===== config.mk =====
export PLATFORM = sky130hd
export DESIGN_NAME = serial_tx_shift
export DESIGN_NICKNAME = d
export VERILOG_FILES = /design/src/rtl/serial_tx_shift.sv
export SDC_FILE = /design/constraint.sdc
export NUM_CORES = 1
export LEC_CHECK = 0
export CAP_MARGIN = 20
export CORE_ASPECT_RATIO = 1.75
export CORE_MARGIN = 4
export CORE_UTILIZATION = 33
export DETAILED_ROUTE_END_ITERATION = 16
export SYNTH_ARGS = -nofsm -noshare
export SYNTH_HDL_FRONTEND = slang
export SYNTH_SLANG_ARGS = --single-unit

===== constraint.sdc =====
create_clock -name clk -period 1.1 [get_ports clk]
set_input_delay 0.22 -clock clk [delete_from_list [all_inputs] [get_ports clk]]
set_output_delay 0.22 -clock clk [all_outputs]
set_load 0.05 [all_outputs]

===== src/rtl/serial_tx_shift.sv =====
// Parallel-to-serial transmitter: shifts a WIDTH-bit word out LSB first with a per-bit valid strobe.
// Optional macro SERIAL_TX_PARITY_EN appends one even-parity bit after the data bits.
module serial_tx_shift #(
    parameter int WIDTH = 8
) (
    input  logic             clk,
    input  logic             rst,
    input  logic             load,
    input  logic [WIDTH-1:0] din,
    output logic             ready,
    output logic             sout,
    output logic             sout_valid,
    output logic             done
);

    localparam int CNT_W = $clog2(WIDTH);
    localparam logic [CNT_W-1:0] CNT_LAST = CNT_W'(WIDTH - 1);

`ifdef SERIAL_TX_PARITY_EN
    typedef enum logic [1:0] {
        IDLE  = 2'd0,
        SHIFT = 2'd1,
        DONE  = 2'd2,
        PAR   = 2'd3
    } state_t;

    function automatic logic even_parity(input logic [WIDTH-1:0] d);
        return ^d;
    endfunction
`else
    typedef enum logic [1:0] {
        IDLE  = 2'd0,
        SHIFT = 2'd1,
        DONE  = 2'd2
    } state_t;
`endif

    state_t             state_r;
    state_t             state_nx_s;
    logic [WIDTH-1:0]   shreg_r;
    logic [WIDTH-1:0]   shreg_nx_s;
    logic [CNT_W-1:0]   cnt_r;
    logic [CNT_W-1:0]   cnt_nx_s;
    logic               sout_nx_s;
    logic               valid_nx_s;
    logic               done_nx_s;
    logic               ready_nx_s;
`ifdef SERIAL_TX_PARITY_EN
    logic               par_r;
    logic               par_nx_s;
`endif

    // Next-state and next-output logic; outputs are registered below.
    always_comb begin
        state_nx_s = state_r;
        shreg_nx_s = shreg_r;
        cnt_nx_s   = cnt_r;
        sout_nx_s  = 1'b0;
        valid_nx_s = 1'b0;
        done_nx_s  = 1'b0;
        ready_nx_s = 1'b0;
`ifdef SERIAL_TX_PARITY_EN
        par_nx_s   = par_r;
`endif
        case (state_r)
            IDLE: begin
                if (load) begin
                    // Bit 0 goes straight to sout; shreg keeps only the bits still to send.
                    shreg_nx_s = {1'b0, din[WIDTH-1:1]};
                    cnt_nx_s   = '0;
                    sout_nx_s  = din[0];
                    valid_nx_s = 1'b1;
                    state_nx_s = SHIFT;
`ifdef SERIAL_TX_PARITY_EN
                    par_nx_s   = even_parity(din);
`endif
                end else begin
                    ready_nx_s = 1'b1;
                end
            end
            SHIFT: begin
                shreg_nx_s = {1'b0, shreg_r[WIDTH-1:1]};
                if (cnt_r == CNT_LAST) begin
`ifdef SERIAL_TX_PARITY_EN
                    sout_nx_s  = par_r;
                    valid_nx_s = 1'b1;
                    state_nx_s = PAR;
`else
                    done_nx_s  = 1'b1;
                    state_nx_s = DONE;
`endif
                end else begin
                    cnt_nx_s   = cnt_r + CNT_W'(1);
                    sout_nx_s  = shreg_r[0];
                    valid_nx_s = 1'b1;
                end
            end
`ifdef SERIAL_TX_PARITY_EN
            PAR: begin
                done_nx_s  = 1'b1;
                state_nx_s = DONE;
            end
`endif
            DONE: begin
                ready_nx_s = 1'b1;
                state_nx_s = IDLE;
            end
            default: begin
                ready_nx_s = 1'b1;
                state_nx_s = IDLE;
            end
        endcase
    end

    // State, datapath and output registers with synchronous reset.
    always_ff @(posedge clk) begin
        if (rst) begin
            state_r    <= IDLE;
            shreg_r    <= '0;
            cnt_r      <= '0;
            sout       <= 1'b0;
            sout_valid <= 1'b0;
            done       <= 1'b0;
            ready      <= 1'b1;
`ifdef SERIAL_TX_PARITY_EN
            par_r      <= 1'b0;
`endif
        end else begin
            state_r    <= state_nx_s;
            shreg_r    <= shreg_nx_s;
            cnt_r      <= cnt_nx_s;
            sout       <= sout_nx_s;
            sout_valid <= valid_nx_s;
            done       <= done_nx_s;
            ready      <= ready_nx_s;
`ifdef SERIAL_TX_PARITY_EN
            par_r      <= par_nx_s;
`endif
        end
    end

endmodule


* After elaboration in Yosys (flattened, before gate mapping)
Index checks and enable logic that the tools add are counted.
Storage, ports and cells: output and inout port bits 4, logic and storage cells 37, register bits 17
Cells by class: add/sub/neg operators 1, muxes and demuxes 17, bitwise gates (word level) 1, equality and inequality tests 5, reductions and logical operators 6
Operators with widths (count):
- 8-bit case mux with 2 select lines | 1
- 8-bit 2-to-1 mux | 1
- 1-bit 2-to-1 mux | 6
- 3-bit 2-to-1 mux | 2
- 2-bit != test (second input constant) | 3
- 1-bit case mux with 2 select lines | 3
- 3-bit case mux with 2 select lines | 1
- 2-bit 2-to-1 mux | 2
- 2-bit case mux with 2 select lines | 1
- 2-bit AND reduction | 2
- 3-bit by 1-bit adder with 3-bit output (second input constant) | 1
- 3-bit equality test (second input constant) | 1
- 3-bit AND reduction | 1
- 2-bit by 1-bit equality test with 1-bit output (second input constant) | 1
- 2-bit logical NOT | 1
- 2-bit nonzero test | 1
- 2-bit OR reduction | 1
- 1-bit NOT | 1

* Logic depth before layout (Yosys ltp)
Gate-level depths: netlist of run 1.
depth after elaboration 3, gate-level depth with buffers 5, gate-level depth less buffers 5

* Worst setup path after synthesis of run 1
OpenSTA, ideal clock, no wires.
path type reg-to-reg, start point register cnt_r[0], end point register sout, period minus slack after synthesis 1.185 ns, setup slack -0.085 ns, setup time 0.117 ns, stages on the path, launching flop included 6, data arrival time 1.068 ns, required time 0.983 ns, path through dfxtp_1 > ha_1 > ha_1 > inv_1 > a31oi_1 > nor3_2
On the way: word-level cells in the longest chain between the ends 3
RTL lines:
- start: declaration | line 42 | logic [CNT_W-1:0] cnt_r;
- start signal: assignment | line 131 | cnt_r <= cnt_nx_s;
- 3-bit equality test | line 83 | if (cnt_r == CNT_LAST) begin
- 1-bit 2-to-1 mux | line 83
- 1-bit case mux with 2 select lines | line 65 | case (state_r)
- end signal: assignment | line 132 | sout <= sout_nx_s;
- end: declaration | line 11 | output logic sout,
Every way passes these cells. A chain may end at the register's enable or synchronous reset.

* Worst setup path in the final report of run 1
start point register cnt_r[1], end point register cnt_r[0]
On the way: word-level cells in the longest chain between the ends 3
RTL lines (line):
- 3-bit equality test | 83
- 2-bit != test (no source line)
- 3-bit AND reduction (no source line)
Every way passes these cells.

==> results by group, run 1 <==
Final layout
  – Layout cell share with drive strength beyond 1: 33.6%
  – Finished Layout Cells: 132
  – Layout area overhead: 43.6%
  – Nets: 122
  – Core Util, Final: 49.6%
  – N_diodes: 0

Timing
  – Final Max Slew Viols: 0
  – RSZ-0062 raised after global routing: yes
  – Worst Tran Pin Value: a little over 0.3 ns
  – Hold Fails Final Rpt: 0
  – Setup violators final: 3
  – FMAX: 847 MHz
  – Tcrit/Tclk final: 107%
  – Slew margin rel.: 79.6%
  – Tmin final: about 1.2 ns
  – Worst Skew: around 0.0037 ns
  – PnR worst setup slack: -0.0805 ns

Global routing
  – Met3 Use GR: 3.23%
  – Largest net degree at the start of global routing: 12
  – Met2 Use GR: roughly a quarter
  – GRT Max-Usage Layer: met2
  – First-pass GRT wire length: 3.17 mm
  – Global Route met1 Usage: 12.5%
  – Initial antenna violation count: 0
  – Gr usage total: 13.2%
  – Total gr overflow: 0
  – Vias in the first global route: 769

Synth
  – Flops & latches, synth: 16
  – Register area share after synthesis: 40.8%
  – Post-Syn Area per Cell: 9.47 µm²
  – Synth Warn #: 0
  – Cell Area, Synth: 786 µm²
  – Cells after Synth: 83
  – Yosys cell types: 26
  – Syn nets: 96

CTS
  – Register clock-pin slew on the reported worst setup and hold paths: 0.06 ns
  – Htree depth: 1
  – TritonCTS clock tree: done
  – Num Clock Sinks: 16
  – Total CTS buffers: 3
  – CTS root buffer: clkbuf_8
  – Later-pin clock latency in the skew report: 0.25 ns
  – Clock Tree Buf Depth: 2

Routing
  – Drt total wl: 1.93 mm
  – DR DRC count: 0
  – Initial DRC count: 10
  – Wire length per cell: between 10 and 15 µm
  – Pre-Repair DR Iteration Count: 4
  – Vias per inst: 5.48
  – Post-route antenna net violation count: 0
  – Total number of vias: 724

Status
  – Failing checks: setup timing
  – Outcome: complete, but fails checks

Worst setup path
  – Crit. Startpoint: cnt_r[1]$_SDFFE_PP0P_
  – Reg-to-Reg End: cnt_r[0]$_SDFFE_PP0P_
  – WP data required: 1.23 ns
  – Reg2Reg Depth: 5
  – Critical Path AT: approximately 1.3 ns
  – CP max FO: 6
  – Kind of critical path: reg -> reg
  – RR Startpoint: cnt_r[1]$_SDFFE_PP0P_
  – Critical path endpoint category: register
  – Startpoint Class: register
  – Worst R2R Setup Slack: -0.08 ns

Worst hold path
  – Hold path cells: 2
  – Hold path start: shreg_r[6]$_SDFFE_PP0P_
  – Worst hold path type: reg -> reg
  – Endpoint, Worst Hold: shreg_r[6]$_SDFFE_PP0P_

Die
  – Die Height: 72.6 µm
  – Die width: 44.9 µm
  – Initial Util: about a third
  – Top Ports: 15
  – Die outline area: ~3300 µm²
  – Row cnt: 23
  – Core footprint: 2270 µm²

Pwr
  – Pwr Density: 1190 nW/µm²
  – Pwr Total: about 1.3 mW
  – Peak VDD IR: 679 µV
  – Leak pwr: 0.444 nW

Placed design
  – Placed cell count: 128
  – Final HPWL DP: between 1 and 1.5 mm
  – Input/output buffers: 14
  – GPL Wtd Cong: 0.790

Flow run
  – MaxCap Viol Count: 0
-- state kept, by name, indices dropped and copies added, names as in the netlist --
| name | cells |
|---|---|
| shreg_r | 7 |
| state_r | 2 |
| sout_valid | 1 |
| ready | 1 |
| cnt_r | 3 |
| done | 1 |
| sout | 1 |
-- cells in the final DEF, fill, tap and decap left out, types with 4 or more instances in the layout --
cell type	instances
inv_1	6
dfxtp_1	14
nand3_1	4
a21oi_1	10
clkdlybuf4s50_1	9
nor3_1	4
buf_4	12
a31oi_1	4
buf_12	4
nor2_1	5
-- cell families (layout without fill, tap and decap cells) --
kind of cell,count (synthesis),after routing,synth area share (%)
and+or+nand+nor,22,22,16.9
buffers and inverters,14,38,12.1
AOI/OAI and AO/OA,28,28,25.8
muxes,1,1,1.27
DFF,16,16,40.8
adders and majority gates,2,2,3.18
-- layout make-up --
cell class / count / area, µm²
Clock buffer: 3 / 41.3
Fill cell: 225 / 1140
Inverter: 7 / 26.3
Multi-Input combinational cell: 53 / 415
Sequential cell: 16 / 323
Tap cell: 25 / 31.3
Timing Repair Buffer: 28 / 292
-- worst max-delay path by stage --
stage,to,cells past startpoint
final,cnt_r[0]$_SDFFE_PP0P_,5
after floorplan,sout_valid$_SDFF_PP0_,5
after detailed placement,cnt_r[2]$_SDFFE_PP0P_,5
after CTS,cnt_r[2]$_SDFFE_PP0P_,5
after global routing,cnt_r[0]$_SDFFE_PP0P_,5
after global placement,cnt_r[0]$_SDFFE_PP0P_,5
-- report_power, final --
part	internal, mW	switching, mW	leakage [nW]
sequential	0.616	0.0303	0.133
combinational	0.148	0.115	0.289
clock	0.243	0.196	0.0216
-- through the flow --
stage / setup TNS [ns] / hold slack, ns / setup slack [ns] / cell area, µm²
detailed placement: -4.20 / 0.483 / -0.355 / 1040
floorplan: 0 / 0.322 / 0.00333 / 801
global placement: -3.76 / 0.474 / -0.312 / 1040
global route: -0.621 / 0.529 / -0.151 / 1130
finish: -0.192 / 0.487 / -0.0805 / 1130
CTS: -0.0903 / 0.494 / -0.0359 / 1100
-- routing by layer --
metal  vias up  part of all wire (%)
li1        354                     -
met1       348                    36
met2        14                    57
met3         8                   3.9
met4         0                   3.5
met5         -                     0
-- timing repair --
action / CTS / global route
resized for setup: 7 / 4
hold endpoints to repair: 0 / 0
setup endpoints to repair: 14 / 10
hold buffers: 0 / 0
pin swaps: 1 / 1
buffers inserted: 0 / 1
-- Yosys cell counts --
cell type / n / area [µm²]
a21oi_1: 10 / 50.1
a31oi_1: 4 / 25.0
a32oi_1: 1 / 8.76
and3b_1: 1 / 8.76
buf_2: 1 / 5.00
buf_4: 1 / 7.51
buf_6: 5 / 56.3
dfxtp_1: 16 / 320
ha_1: 2 / 25.0
inv_1: 7 / 26.3
mux2i_1: 1 / 10.0
nand2_1: 1 / 3.75
nand2b_1: 1 / 6.26
nand2b_2: 1 / 8.76
nand3_1: 4 / 20.0
nor2_1: 6 / 22.5
nor2_4: 1 / 11.3
nor3_1: 4 / 20.0
nor3_2: 1 / 10.0
nor4b_2: 1 / 15.0
o21ai_0: 3 / 15.0
o221a_1: 3 / 33.8
o221a_2: 3 / 33.8
o22a_1: 3 / 26.3
o22a_2: 1 / 10.0
or3_1: 1 / 6.26
-- critical path: stages, from the launching register on --
cell and delay, ns:
dfxtp_2 0.34, ha_4 0.16, ha_4 0.18, buf_4 0.13
a31oi_1 0.17, a21oi_1 0.08
(Power assumes the default switching activity.)
==> run 2: changes to the inputs <==
CAP_MARGIN = unset   (was 20)
DONT_BUFFER_PORTS = 1   (was unset)
==> run 2 against run 1 <==
The run still ends with setup timing left. Clock-buffer cell count up 1. Global-route usage shrank 2.2 points. Non-clock buffer count down 16. Total power rose by 1.2%. Sequential power about the same. Wire length is 10% lower. Fmax up 1.0%. Sequential cell count did not move.
==> results by group, run 2 (same netlist as run 1, synthesis figures left out) <==
Status
  – Outcome: complete, but fails checks
  – Failing checks: setup timing

CTS
  – Register clock-pin slew on the reported worst setup and hold paths: 0.07 ns (about the same)
  – Htree depth: 1 (unchanged)
  – TritonCTS clock tree: done
  – Num Clock Sinks: 16 (unchanged)
  – Later-pin clock latency in the skew report: 0.25 ns (about the same)
  – CTS root buffer: clkbuf_8
  – Clock Tree Buf Depth: 2 (unchanged)
  – Total CTS buffers: 3 (unchanged)

Die
  – Die Height: 72.6 µm (unchanged)
  – Top Ports: 15 (unchanged)
  – Initial Util: 34.6% (unchanged)
  – Row cnt: 23 (unchanged)
  – Die outline area: 3260 µm² (unchanged)
  – Core footprint: 2270 µm² (unchanged)
  – Die width: 44.9 µm (unchanged)

Worst hold path
  – Worst hold path type: in -> reg
  – Hold path start: rst
  – Endpoint, Worst Hold: state_r[0]$_SDFFE_PP0P_
  – Hold path cells: 1 (-1)

Global routing
  – Gr usage total: 11.0% (-2.2 points)
  – Total gr overflow: 0 (unchanged)
  – First-pass GRT wire length: 2.66 mm (-16%)
  – Largest net degree at the start of global routing: 17 (+5)
  – Initial antenna violation count: 0 (unchanged)
  – Vias in the first global route: 608 (-21%)

Worst setup path
  – Reg2Reg Depth: 5 (unchanged)
  – WP data required: 1.27 ns (+0.04 ns)
  – Kind of critical path: reg -> reg
  – RR Startpoint: cnt_r[1]$_SDFFE_PP0P_
  – CP max FO: 6 (unchanged)
  – Critical path endpoint category: register
  – Worst R2R Setup Slack: -0.07 ns (about the same)
  – Critical Path AT: 1.34 ns (+0.03 ns)
  – Startpoint Class: register
  – Reg-to-Reg End: cnt_r[0]$_SDFFE_PP0P_

Routing
  – Wire length per cell: 14.9 µm (+1.5%)
  – DR DRC count: 0 (unchanged)
  – Total number of vias: 653 (-9.8%)
  – Vias per inst: 5.58 (+1.8%)
  – Post-route antenna net violation count: 0 (unchanged)
  – Drt total wl: 1.74 mm (-10%)
  – Initial DRC count: 12 (+2)
  – Pre-Repair DR Iteration Count: 4 (unchanged)

Timing
  – Tmin final: 1.17 ns (-0.0121 ns)
  – Setup violators final: 3 (unchanged)
  – FMAX: 856 MHz (+1.0%)
  – Slew margin rel.: 88.7% (+9.1 points)
  – Tcrit/Tclk final: 106% (-1.1 points)
  – Setup TNS Final: -0.105 ns (+0.0870 ns)
  – PnR worst setup slack: -0.0684 ns (+0.0121 ns)
  – RSZ-0062 raised after global routing: yes
  – Final Max Slew Viols: 0 (unchanged)
  – Hold Fails Final Rpt: 0 (unchanged)
  – Worst Tran Pin Value: 0.166 ns (-0.140 ns)
  – Worst Skew: 0.00657 ns (+0.00288 ns)
  – Hold WS: 0.0147 ns (-0.472 ns)

Pwr
  – Peak VDD IR: 506 µV (-25%)
  – Leak pwr: 0.373 nW (-16%)
  – Pwr Density: 1390 nW/µm² (+17%)

Final layout
  – Most flops, register: shreg_r
  – Number of fill cells: 236 (+4.9%)
  – N_diodes: 0 (unchanged)
  – Top flop regs: shreg_r (7), cnt_r (3), state_r (2)
  – Nets: 106 (-13%)
  – Most frequent cells in the layout: dfxtp_1, buf_4, a21oi_1, inv_1, nor2_1
  – Max FFs per register: 7 (unchanged)
  – Most common cell after layout, fill and taps aside: dfxtp_1
  – Layout area overhead: 24.7%
  – Layout cell share with drive strength beyond 1: 40.2% (+6.6 points)

Placed design
  – GPL Wtd Cong: 0.796 (+0.70%)
  – Input/output buffers: 0 (-14)
  – Final HPWL DP: 1.24 mm (-16%)

Flow run
  – MaxCap Viol Count: 0 (unchanged)
[run 2: cell count changes in the layout (fill, tap and decap cells not counted), moves of 2 or more]
cell,previous run,this run
clkdlybuf4s50_1,9,0
buf_12,4,0
dfxtp_1,14,12
nor3_1,4,2
nor3_2,1,3
[run 2: critical path: stages (launching register included)]
cell     delay (ns)
dfxtp_2        0.34
ha_4           0.16
ha_4           0.19
nor4b_4        0.20
a31oi_1        0.07
a21oi_1        0.13
[run 2: worst max-delay path by stage]
stage	cells after the start	start	slack, ns	to
2_1_floorplan	5	cnt_r[0]$_SDFFE_PP0P_	0.003	sout_valid$_SDFF_PP0_
3_3_place_gp	5	cnt_r[0]$_SDFFE_PP0P_	-0.02	sout_valid$_SDFF_PP0_
3_5_place_dp	5	cnt_r[1]$_SDFFE_PP0P_	-0.03	cnt_r[2]$_SDFFE_PP0P_
4_1_cts	5	cnt_r[1]$_SDFFE_PP0P_	-0.05	cnt_r[0]$_SDFFE_PP0P_
5_1_grt	5	cnt_r[1]$_SDFFE_PP0P_	-0.14	cnt_r[0]$_SDFFE_PP0P_
6_report	5	cnt_r[1]$_SDFFE_PP0P_	-0.07	cnt_r[0]$_SDFFE_PP0P_
[run 2: cell type report]
class	count	area [µm²]	area share [%]
clock buffer	4	55.1	5.62
inverter	7	28.8	2.94
multi-input combinational	53	443	45.2
sequential	16	328	33.5
tap	25	31.3	3.19
timing repair buffer	12	93.8	9.58
[run 2: power breakdown]
part | total [mW] | leakage [nW] | switching [mW] | internal, mW
Combinational | 0.186 | 0.210 | 0.0870 | 0.0985
Clock | 0.533 | 0.0288 | 0.215 | 0.318
Sequential | 0.646 | 0.134 | 0.0302 | 0.615
[run 2: what timing repair did]
action                                  4_1_cts  5_1_grt
resized for setup                             1       17
endpoints found under the setup margin        8       14
pin swaps                                     0        1
buffers inserted                              0        0
hold buffers                                  0        0
[run 2: stage by stage]
stage | util [%] | power [mW] | worst slack (ns) | cell area (µm²) | std cells
2_1_floorplan | - | 0.797 | 0.00333 | 801 | 83
3_3_place_gp | 37.5 | 0.818 | -0.0156 | 853 | 113
3_5_place_dp | 37.5 | 0.823 | -0.0344 | 853 | 113
4_1_cts | 40.0 | 1.35 | -0.0482 | 910 | 117
5_1_grt | 43.1 | 1.41 | -0.138 | 980 | 117
6_report | 43.1 | 1.36 | -0.0684 | 980 | 117
[run 2: layer usage]
layer / part of all wire (%) / GRT usage (%) / vias to the layer above / wire [µm]
met4: 2.6 / 6.19 / 0 / 46
li1: - / - / 322 / -
met3: 4.5 / 2.23 / 6 / 78
met5: 0 / 0 / - / 0
met1: 39 / 12.6 / 307 / 685
met2: 53 / 18.2 / 18 / 927
